==> config.mk <==
export PLATFORM = sky130hd
export DESIGN_NAME = conv_alu_flat
export DESIGN_NICKNAME = d
export VERILOG_FILES = /design/src/rtl/conv_alu_if.sv /design/src/rtl/conv_alu.sv /design/src/flat_wrapper.sv
export SDC_FILE = /design/constraint.sdc
export NUM_CORES = 1
export LEC_CHECK = 0
export ABC_AREA = 1
export ABC_CLOCK_PERIOD_IN_PS = 12400
export BUFFER_PORTS_ARGS = -buffer_cell sky130_fd_sc_hd__clkbuf_2
export CAP_MARGIN = 20
export CORE_MARGIN = 2
export CORE_UTILIZATION = 65
export CTS_BUF_LIST = sky130_fd_sc_hd__clkbuf_4 sky130_fd_sc_hd__clkbuf_8
export CTS_CLUSTER_DIAMETER = 60
export DETAILED_ROUTE_END_ITERATION = 8
export HOLD_SLACK_MARGIN = 0.12
export MAX_ROUTING_LAYER = met4
export PLACE_DENSITY_LB_ADDON = 0.15
export SLEW_MARGIN = 20
export SYNTH_ARGS = -nofsm -noshare
export SYNTH_HDL_FRONTEND = slang
export SYNTH_SLANG_ARGS = --single-unit
export TNS_END_PERCENT = 20
==> constraint.sdc <==
create_clock -name clk -period 12.4 [get_ports clk]
set_clock_uncertainty 0.1 [all_clocks]
set_input_delay 0 -clock clk [delete_from_list [all_inputs] [get_ports clk]]
set_output_delay 0 -clock clk [all_outputs]
set_load 0.03 [all_outputs]
==> src/rtl/conv_alu_if.sv <==
// Operand, opcode and result/status bundle for conv_alu.
// Handshake: valid_in qualifies ALUControl only for the sequential ops (load
// and convolution start); a sequential op is taken on a rising clk edge when
// valid_in=1 and busy=0, and is dropped without effect otherwise. busy is the
// ready signal inverted. Combinational ops ignore valid_in.
interface conv_alu_if #(
  parameter int DATA_W = 32
);
  logic [DATA_W-1:0] A;
  logic [DATA_W-1:0] B;
  logic [2:0]        ALUControl;
  logic              valid_in;
  logic [DATA_W-1:0] Result;
  logic              Carry;
  logic              OverFlow;
  logic              Zero;
  logic              Negative;
  logic              busy;
  logic              done;
  logic              err;
  logic [1:0]        dbg_state;

  modport master (
    output A, B, ALUControl, valid_in,
    input  Result, Carry, OverFlow, Zero, Negative, busy, done, err, dbg_state
  );

  modport slave (
    input  A, B, ALUControl, valid_in,
    output Result, Carry, OverFlow, Zero, Negative, busy, done, err, dbg_state
  );
endinterface

==> src/rtl/conv_alu.sv <==
// conv_alu: 32-bit style ALU with add/sub/and/or/ReLU plus a K*K window
// buffer and a sequential signed MAC engine that computes one dot product
// of activations and weights per convolution request.
// ACC_W must satisfy 2*ELEM_W+4 <= ACC_W <= DATA_W; K must be 2..4.
module conv_alu #(
  parameter int DATA_W = 32,
  parameter int ELEM_W = 8,
  parameter int K      = 3,
  parameter int ACC_W  = 20
) (
  input  logic       clk,
  input  logic       rst,
  conv_alu_if.slave  bus
);

  localparam int NSLOT  = K * K;
  localparam int IDX_W  = $clog2(NSLOT);
  localparam int FILL_W = $clog2(NSLOT + 1);
  localparam int LANES  = DATA_W / ELEM_W;

  localparam logic [IDX_W-1:0]  IDX_LAST  = IDX_W'(NSLOT - 1);
  localparam logic [FILL_W-1:0] FILL_FULL = FILL_W'(NSLOT);

  localparam logic [2:0] OP_ADD  = 3'b000;
  localparam logic [2:0] OP_SUB  = 3'b001;
  localparam logic [2:0] OP_AND  = 3'b010;
  localparam logic [2:0] OP_OR   = 3'b011;
  localparam logic [2:0] OP_LOAD = 3'b100;
  localparam logic [2:0] OP_RELU = 3'b101;
  localparam logic [2:0] OP_CONV = 3'b110;
  localparam logic [2:0] OP_READ = 3'b111;

  typedef enum logic [1:0] {
    S_IDLE = 2'd0,
    S_MAC  = 2'd1,
    S_DONE = 2'd2
  } state_t;

  state_t r_state;
  state_t w_next;

  logic signed [ELEM_W-1:0] r_act [NSLOT];
  logic signed [ELEM_W-1:0] r_wt  [NSLOT];
  logic [IDX_W-1:0]         r_wr_ptr;
  logic [IDX_W-1:0]         r_idx;
  logic [FILL_W-1:0]        r_fill;
  logic signed [ACC_W-1:0]  r_acc;
  logic [DATA_W-1:0]        r_conv_res;
  logic                     r_err;

  logic                     w_busy;
  logic                     w_done;
  logic                     w_load_en;
  logic                     w_start;
  logic                     w_err_set;
  logic                     w_full;
  logic signed [2*ELEM_W-1:0] w_prod;
  logic signed [ACC_W-1:0]  w_prod_ext;

  logic                     w_is_sub;
  logic [DATA_W-1:0]        w_b_op;
  logic [DATA_W:0]          w_sum;
  logic                     w_add_ovf;
  logic [DATA_W-1:0]        w_relu;
  logic [DATA_W-1:0]        w_result;
  logic                     w_carry;
  logic                     w_ovf;

  assign w_full     = (r_fill == FILL_FULL);
  assign w_prod     = r_act[r_idx] * r_wt[r_idx];
  assign w_prod_ext = ACC_W'(w_prod);

  // FSM state register.
  always_ff @(posedge clk or negedge rst) begin
    if (!rst) begin
      r_state <= S_IDLE;
    end else begin
      r_state <= w_next;
    end
  end

  // FSM next state and control strobes; sequential ops are only taken in IDLE.
  always_comb begin
    w_next    = r_state;
    w_busy    = 1'b0;
    w_done    = 1'b0;
    w_load_en = 1'b0;
    w_start   = 1'b0;
    w_err_set = 1'b0;
    case (r_state)
      S_IDLE: begin
        if (bus.valid_in && (bus.ALUControl == OP_LOAD)) begin
          w_load_en = 1'b1;
        end
        if (bus.valid_in && (bus.ALUControl == OP_CONV)) begin
          if (w_full) begin
            w_start = 1'b1;
            w_next  = S_MAC;
          end else begin
            w_err_set = 1'b1;
          end
        end
      end
      S_MAC: begin
        w_busy = 1'b1;
        if (r_idx == IDX_LAST) begin
          w_next = S_DONE;
        end
      end
      S_DONE: begin
        w_busy = 1'b1;
        w_done = 1'b1;
        w_next = S_IDLE;
      end
      default: begin
        w_next = S_IDLE;
      end
    endcase
  end

  // Window buffer, pointers, accumulator, committed result and sticky error.
  always_ff @(posedge clk or negedge rst) begin
    if (!rst) begin
      for (int i = 0; i < NSLOT; i++) begin
        r_act[i] <= '0;
        r_wt[i]  <= '0;
      end
      r_wr_ptr   <= '0;
      r_idx      <= '0;
      r_fill     <= '0;
      r_acc      <= '0;
      r_conv_res <= '0;
      r_err      <= 1'b0;
    end else begin
      if (w_load_en) begin
        r_act[r_wr_ptr] <= bus.B[2*ELEM_W-1:ELEM_W];
        r_wt[r_wr_ptr]  <= bus.B[ELEM_W-1:0];
        // Pointer runs modulo K*K so a full window overwrites its oldest slot.
        r_wr_ptr <= (r_wr_ptr == IDX_LAST) ? '0 : r_wr_ptr + IDX_W'(1);
        if (!w_full) begin
          r_fill <= r_fill + FILL_W'(1);
        end
      end
      if (w_start) begin
        r_acc <= '0;
        r_idx <= '0;
      end
      if (r_state == S_MAC) begin
        r_acc <= r_acc + w_prod_ext;
        r_idx <= (r_idx == IDX_LAST) ? '0 : r_idx + IDX_W'(1);
      end
      if (r_state == S_DONE) begin
        r_conv_res <= DATA_W'(r_acc);
        r_fill     <= '0;
        r_wr_ptr   <= '0;
      end
      if (w_err_set) begin
        r_err <= 1'b1;
      end
    end
  end

  // Shared adder: subtraction is A + ~B + 1, so one overflow rule covers both.
  always_comb begin
    w_is_sub  = (bus.ALUControl == OP_SUB);
    w_b_op    = w_is_sub ? ~bus.B : bus.B;
    w_sum     = {1'b0, bus.A} + {1'b0, w_b_op} + {{DATA_W{1'b0}}, w_is_sub};
    w_add_ovf = (bus.A[DATA_W-1] == w_b_op[DATA_W-1]) &&
                (w_sum[DATA_W-1] != bus.A[DATA_W-1]);
  end

  // Lane-wise ReLU; bits above the last whole lane pass through untouched.
  always_comb begin
    w_relu = bus.A;
    for (int l = 0; l < LANES; l++) begin
      if (bus.A[l*ELEM_W + ELEM_W - 1]) begin
        w_relu[l*ELEM_W +: ELEM_W] = '0;
      end
    end
  end

  // Result mux; Carry/OverFlow are meaningful only for add/sub.
  always_comb begin
    w_result = '0;
    w_carry  = 1'b0;
    w_ovf    = 1'b0;
    case (bus.ALUControl)
      OP_ADD, OP_SUB: begin
        w_result = w_sum[DATA_W-1:0];
        w_carry  = w_sum[DATA_W];
        w_ovf    = w_add_ovf;
      end
      OP_AND:  w_result = bus.A & bus.B;
      OP_OR:   w_result = bus.A | bus.B;
      OP_LOAD: w_result = bus.B;
      OP_RELU: w_result = w_relu;
      OP_CONV: w_result = '0;
      OP_READ: w_result = r_conv_res;
      default: w_result = '0;
    endcase
  end

  assign bus.Result    = w_result;
  assign bus.Carry     = w_carry;
  assign bus.OverFlow  = w_ovf;
  assign bus.Zero      = (w_result == '0);
  assign bus.Negative  = w_result[DATA_W-1];
  assign bus.busy      = w_busy;
  assign bus.done      = w_done;
  assign bus.err       = r_err;
  assign bus.dbg_state = r_state;

endmodule

==> src/flat_wrapper.sv <==
// flat-port wrapper written by rule: the top's interface ports become plain ports
module conv_alu_flat 
#(
  parameter int DATA_W = 32,
  parameter int ELEM_W = 8,
  parameter int K      = 3,
  parameter int ACC_W  = 20
)
  (clk, rst, bus_A, bus_B, bus_ALUControl, bus_valid_in, bus_Result, bus_Carry, bus_OverFlow, bus_Zero, bus_Negative, bus_busy, bus_done, bus_err, bus_dbg_state);
  conv_alu_if #(.DATA_W(DATA_W)) bus_i ();
  input  logic clk;
  input  logic rst;
  input wire logic [$bits(bus_i.A)-1:0] bus_A;
  input wire logic [$bits(bus_i.B)-1:0] bus_B;
  input wire logic [$bits(bus_i.ALUControl)-1:0] bus_ALUControl;
  input wire logic [$bits(bus_i.valid_in)-1:0] bus_valid_in;
  output wire logic [$bits(bus_i.Result)-1:0] bus_Result;
  output wire logic [$bits(bus_i.Carry)-1:0] bus_Carry;
  output wire logic [$bits(bus_i.OverFlow)-1:0] bus_OverFlow;
  output wire logic [$bits(bus_i.Zero)-1:0] bus_Zero;
  output wire logic [$bits(bus_i.Negative)-1:0] bus_Negative;
  output wire logic [$bits(bus_i.busy)-1:0] bus_busy;
  output wire logic [$bits(bus_i.done)-1:0] bus_done;
  output wire logic [$bits(bus_i.err)-1:0] bus_err;
  output wire logic [$bits(bus_i.dbg_state)-1:0] bus_dbg_state;
  assign bus_i.A = bus_A;
  assign bus_i.B = bus_B;
  assign bus_i.ALUControl = bus_ALUControl;
  assign bus_i.valid_in = bus_valid_in;
  assign bus_Result = bus_i.Result;
  assign bus_Carry = bus_i.Carry;
  assign bus_OverFlow = bus_i.OverFlow;
  assign bus_Zero = bus_i.Zero;
  assign bus_Negative = bus_i.Negative;
  assign bus_busy = bus_i.busy;
  assign bus_done = bus_i.done;
  assign bus_err = bus_i.err;
  assign bus_dbg_state = bus_i.dbg_state;
  conv_alu #(.DATA_W(DATA_W), .ELEM_W(ELEM_W), .K(K), .ACC_W(ACC_W)) u_core (.clk(clk), .rst(rst), .bus(bus_i));
endmodule
Yosys cells after proc, flatten, opt, wreduce, memory -nomap -nowiden --
Cells that the tools add are included.
Operators by class: multiply operators 1, eq/ne operators 18, reductions and logical operators 13, order comparisons 3, multiplexer cells 43, divide/modulo/power cells 0, shifts and indexed selects 0, bitwise operators 5, add/sub/neg operators 6
Operators by type and width (count):
- 32-bit one-hot mux with 7 select lines | 1
- 72-bit bitwise mux | 2
- 8-bit binary-select mux with 4-bit select | 2
- 20-bit 2-to-1 mux | 2
- 8-bit 2-to-1 mux | 5
- 4-bit 2-to-1 mux | 9
- 32-bit by 32-bit adder with 33-bit output | 1
- 33-bit by 1-bit adder with 33-bit output | 1
- 32-bit AND | 1
- 8-bit demux with 4-bit select | 1
- 32-bit zero test | 1
- 32-bit 2-to-1 mux | 1
- 32-bit inverter | 1
- 32-bit bitwise OR | 1
- 7-bit 2-to-1 mux | 4
- 20-bit by 16-bit adder with 20-bit output | 1
- 8-bit by 8-bit multiplier with 16-bit output | 1
- 4-bit by 1-bit adder with 4-bit output, second input constant | 3
- 3-bit == test, second input constant | 4
- 4-bit == test, second input constant | 3
- 1-bit 2-to-1 mux | 12
- 5-bit >= comparator, second input constant | 2
- 4-bit inverter with 5-bit output | 2
- 3-bit by 2-bit == test with 1-bit output, second input constant | 2
- 17 further kinds | 26
Storage, ports and cells: bits in latches 0, input port bits 70, logic and storage cells 114, memories kept 0, register bits after elaboration 199, memory bits (read-only) 0, bits in writable memories 0

Depth between registers and ports, before layout --
word-level depth 7, mapped depth 31

Worst setup path before layout --
OpenSTA, ideal clock, no wires.
kind flip-flop to flip-flop, start point register u_core.r_idx[0], end point register u_core.r_acc[16], arrival 5.732 ns, cell stages (with the launch flop) 25, path slack 6.485 ns, path buffers 2, data required time 12.217 ns, path through dfrtp_1 inv_1 buf_2 buf_1 nor2_1 o221ai_1 nand3_1 o21ai_1 nand2_1 inv_1 fa_1 fa_1 fa_1 fa_1 ha_1 ha_1 a21oi_1 inv_1 nor2_1 o21ai_0 a21boi_0 o21ai_0 nand2_1 nand2_1 o21ai_0
Between the ends: cells in the longest elaborated chain, start to end 7, elaborated cells on any way between the ends 10, classes of those cells add/sub (1); mul (1); mux (7); bitwise (1)
RTL lines:
- start, declared | line conv_alu.sv:45 | logic [IDX_W-1:0] r_idx;
- start signal, assigned | line conv_alu.sv:150 | r_idx <= (r_idx == IDX_LAST) ? '0 : r_idx + IDX_W'(1);
- 4-bit inverter with 5-bit output (not written as such) (*) | line conv_alu.sv:70 | assign w_prod = r_act[r_idx] * r_wt[r_idx];
- 8-bit binary-select mux with 4-bit select | line conv_alu.sv:70
- 8-bit 2-to-1 mux (not written as such) (2 in a row) | line conv_alu.sv:70
- 8-bit by 8-bit multiplier with 16-bit output (*) | line conv_alu.sv:70
- 20-bit by 16-bit adder with 20-bit output (*) | line conv_alu.sv:149 | r_acc <= r_acc + w_prod_ext;
- 20-bit 2-to-1 mux (*) | line conv_alu.sv:148 | if (r_state == S_MAC) begin
- end signal, assigned | line conv_alu.sv:149
- end, declared | line conv_alu.sv:47 | logic signed [ACC_W-1:0] r_acc;
Mark *: on every way between the ends. The rest lies on a longest branch, timed or not. The select of a mux whose other input is x is not followed. A chain may end at the register's enable or synchronous reset.

Worst setup path after layout --
Ends and elaborated chain as after synthesis.

==> results.sh <==
export IMPL_r2r_end="u_core.r_acc[16]$_DFFE_PN0P_"
export IMPL_cp_depth=23
export IMPL_rsz_0062_raised_after_global_routing="no"
export IMPL_overflow=0
export IMPL_period_minus_slack_ps=8300
export IMPL_slew_violations=0
export IMPL_gr_usage_met1_pct=49.5
export IMPL_finalWirelength_um=47700
export IMPL_cts_num_sinks=199
export IMPL_cts_repair_timing_setup_buffer_count=0
export IMPL_global_route_usage_met2_pct=62.2
export IMPL_critical_path_top_delay_family="adder cells"
export IMPL_dominantRegCellSynth="sky130_fd_sc_hd__dfrtp_1"
export IMPL_vias=15349
export IMPL_max_stage_delay_ps=1110
export IMPL_hp_start="bus_ALUControl[1]"
export IMPL_most_common_layout_cells="sky130_fd_sc_hd__nand2_1 (503), sky130_fd_sc_hd__o21ai_0 (318), sky130_fd_sc_hd__inv_1 (310), sky130_fd_sc_hd__dfrtp_1 (198), sky130_fd_sc_hd__nor2_1 (185)"
export IMPL_most_frequent_standard_cell_in_the_layout_excluding_fill_and_tap_cells="sky130_fd_sc_hd__nand2_1"
export IMPL_cp_common_cell="sky130_fd_sc_hd__fa_1"
export IMPL_worstReg2RegStart="u_core.r_idx[0]$_DFFE_PN0P_"
export IMPL_placementRows=57
export IMPL_netlist_instances=2167
export IMPL_yosys_warnings=0
export IMPL_max_slew_margin_pct=27.8
export IMPL_ctsLongestPathBuffers=2
export IMPL_worst_setup_path_start_kind="flip-flop"
export IMPL_num_nets_final=2488
export IMPL_mappedNetlistNets=2416
export IMPL_cts_root_buf="sky130_fd_sc_hd__clkbuf_8"
export IMPL_layout_cell_area_non_filler_sq_mm=0.0174
export IMPL_final_core_util_pct=71.7
export IMPL_port_buffer_count=110
export IMPL_routed_wire_per_std_cell_um=18.5
export IMPL_critical_path_startpoint="u_core.r_idx[0]$_DFFE_PN0P_"
export IMPL_critPathArrivalTime_ps=8630
export IMPL_cell_area_after_technology_mapping_sq_mm=0.0161
export IMPL_largest_fanout_on_the_critical_path=67
export IMPL_pin_count_of_the_biggest_net_entering_global_routing=94
export IMPL_cap_violations=0
export IMPL_first_pass_drt_iterations=6
export IMPL_ctsHtreeMaxLevel=4
export IMPL_timing_worst_slew_pin_value_ps=1080
export IMPL_ys_seq_area_share_pct=31.0
export IMPL_initialDrtViolationCount=1803
export IMPL_whs_path_depth=7
export IMPL_total_negative_setup_slacks_ps=0
export IMPL_grt_util_met3_pct=5.19
export IMPL_postSynthRegisterBits=199
export IMPL_clk_pin_slew_worst_paths_ps=120
export IMPL_fin_worst_hold_slack_ps=182
export IMPL_clock_tree_from_tritoncts="built"
export IMPL_hold_end="u_core.bus.dbg_state[1]$_DFFE_PN0P_"
export IMPL_area_growth_syn_to_layout_pct=8.32
export IMPL_top_level_ports=111
export IMPL_drc_errors=0
export IMPL_floorplan_die_width_um=161
export IMPL_crit_path_end_kind="flip-flop"
export IMPL_start_util_pct=66.2
export IMPL_number_of_antenna_violations_at_the_first_check_in_global_routing=1
export IMPL_postRouteAntennaNets=0
export IMPL_placeableCoreArea_sq_mm=0.0242
export IMPL_postSynthAreaPerCell_sq_um=7.41
export IMPL_final_period_utilization_pct=66.9
export IMPL_timing_final_setup_violations=0
export IMPL_cts_buffers=17
export IMPL_outcome="complete, no violations"
export IMPL_cp_required_ps=12730
export IMPL_worst_skew_pair_late_latency_ps=510
export IMPL_grt_usage_pct=38.8
export IMPL_min_path_type="in -> reg"
export IMPL_synth_distinct_cells=50
export IMPL_clock_fmax_mhz=120
export IMPL_path_cells="clkinv_1 > buf_4 > nand3_1 > o21ai_1 > or2_2 > fa_1 > fa_1 > inv_1 > fa_1 > fa_1 > fa_1 > ha_1 > o21ai_0 > nand2_1 > inv_1 > nor2_1 > nor2_1 > o21ai_0 > a21boi_0 > o21ai_0 > nand2_1 > nand2_1 > o21ai_0"
export IMPL_vertical_extent_of_the_die_um=161
export IMPL_gr_max_usage_layer="met2"
export IMPL_grt_first_pass_wirelength_um=76700
export IMPL_placed_cell_area_sq_mm=0.0167
export IMPL_finalWeightedCongestion=0.992
export IMPL_fraction_of_synthesis_flops_using_an_asynchronous_set_or_reset_pin_pct=100
export IMPL_layout_drive_gt1_share_pct=7.95
export IMPL_post_drt_via_cell_ratio=5.96
export IMPL_hpwl_um=35700
export IMPL_critPathSlowestCell="sky130_fd_sc_hd__dfrtp_2"
export IMPL_die_area_sq_mm=0.0260
export IMPL_synth_enable_flop_cells=0
export IMPL_critPathBufInv=4
export IMPL_timing_reg2reg_worst_path_depth=23
export IMPL_final_hold_violation_count=0
export IMPL_crit_type="reg -> reg"
export IMPL_vias_in_the_first_global_route=14910
export IMPL_r2r_setup_slack_ps=4100
[how the worst max path moves through the flow]
stage                                               to  slack [ps]
after global placement    u_core.r_acc[16]$_DFFE_PN0P_        4420
after CTS                 u_core.r_acc[16]$_DFFE_PN0P_        4220
after floorplan           u_core.r_acc[16]$_DFFE_PN0P_        6490
after detailed placement  u_core.r_acc[16]$_DFFE_PN0P_        4260
final                     u_core.r_acc[16]$_DFFE_PN0P_        4100
after global routing      u_core.r_acc[16]$_DFFE_PN0P_        3430
[cell usage after synthesis, types with 2 or more instances]
| cell type | count | area (sq um) |
|---|---|---|
| sky130_fd_sc_hd__a31oi_1 | 2 | 12.5 |
| sky130_fd_sc_hd__nor2_1 | 185 | 694 |
| sky130_fd_sc_hd__nand3_1 | 107 | 536 |
| sky130_fd_sc_hd__ha_1 | 90 | 1130 |
| sky130_fd_sc_hd__inv_2 | 3 | 11.3 |
| sky130_fd_sc_hd__nand3_4 | 2 | 35.0 |
| sky130_fd_sc_hd__xor2_1 | 41 | 359 |
| sky130_fd_sc_hd__clkbuf_1 | 69 | 259 |
| sky130_fd_sc_hd__a22oi_1 | 2 | 15.0 |
| sky130_fd_sc_hd__nand2_1 | 503 | 1890 |
| sky130_fd_sc_hd__o21ai_0 | 318 | 1590 |
| sky130_fd_sc_hd__o211ai_1 | 8 | 60.1 |
| sky130_fd_sc_hd__buf_2 | 9 | 45.0 |
| sky130_fd_sc_hd__o22ai_1 | 12 | 75.1 |
| sky130_fd_sc_hd__a211oi_1 | 2 | 15.0 |
| sky130_fd_sc_hd__nor3_1 | 8 | 40.0 |
| sky130_fd_sc_hd__nand2_4 | 2 | 22.5 |
| sky130_fd_sc_hd__buf_1 | 4 | 15.0 |
| sky130_fd_sc_hd__buf_6 | 5 | 56.3 |
| sky130_fd_sc_hd__nand4_1 | 12 | 75.1 |
| sky130_fd_sc_hd__fa_1 | 89 | 1780 |
| sky130_fd_sc_hd__buf_4 | 2 | 15.0 |
| sky130_fd_sc_hd__o221ai_1 | 28 | 245 |
| sky130_fd_sc_hd__clkinv_1 | 5 | 18.8 |
| sky130_fd_sc_hd__nand3b_1 | 6 | 45.0 |
| sky130_fd_sc_hd__nand3_2 | 2 | 20.0 |
| sky130_fd_sc_hd__o21bai_1 | 7 | 52.6 |
| sky130_fd_sc_hd__a221oi_1 | 5 | 43.8 |
| sky130_fd_sc_hd__o21ai_1 | 19 | 95.1 |
| sky130_fd_sc_hd__a21oi_1 | 70 | 350 |
| sky130_fd_sc_hd__xnor2_1 | 10 | 87.6 |
| sky130_fd_sc_hd__or2_2 | 2 | 12.5 |
| sky130_fd_sc_hd__inv_1 | 311 | 1170 |
| sky130_fd_sc_hd__dfrtp_1 | 199 | 4980 |
| sky130_fd_sc_hd__nand2_2 | 7 | 43.8 |
| sky130_fd_sc_hd__o21a_1 | 6 | 45.0 |
| sky130_fd_sc_hd__a21o_1 | 2 | 15.0 |
[worst min-delay path: cells and delay by family]
kind,cells,cell delay [ps]
buffers and inverters,1,220
AOI/OAI and AO/OA,1,90
and+or+nand+nor,5,430
[layer usage]
| layer | part of all wire, % | vias up | routed length (um) |
|---|---|---|---|
| li1 | - | 7115 | - |
| met1 | 40 | 7304 | 19200 |
| met2 | 47 | 754 | 22500 |
| met3 | 7.2 | 176 | 3410 |
| met4 | 5.2 | 0 | 2490 |
| met5 | 0 | - | 0 |
[cell type report]
cell class              count  area, sq um
flip-flops and latches    199         4980
inverters                 320         1200
clock inverters            15          215
repair buffers            142          853
fillers                  2014         6860
diodes                      1         2.50
well taps                 324          405
clock buffers              17          234
multi-input cells        1559         9490
[sequential cells by signal (all words and copies together) (netlist names)]
register / flops
u_core.bus.err: 1
u_core.r_acc: 20
u_core.r_wr_ptr: 4
u_core.r_wt: 72
u_core.r_conv_res: 20
u_core.r_idx: 4
u_core.r_act: 72
u_core.bus.dbg_state: 2
u_core.r_fill: 4
[cell families after synthesis]
group	share of synthesized area, %
AOI/OAI and AO/OA	16.7
xor gates and xnor gates	2.78
adders and majority gates	18.1
buffers and inverters	9.93
DFF	31.0
and+or+nand+nor	21.4
[timing repair]
item,in CTS,in global routing
hold endpoints to repair,268,0
endpoints found under the setup margin,0,0
gates resized for setup,0,0
hold buffers,22,0
[per-stage QoR]
step / worst slack (ps) / instances
floorplan: 6490 / 2167
global placement: 4420 / 2521
detailed placement: 4260 / 2521
CTS: 4220 / 2575
global route: 3430 / 2577
finish: 4100 / 2577
Power is left out: the tool's default activity adds up to more than one toggle a clock period on the data nets, which glitch-free logic cannot reach.
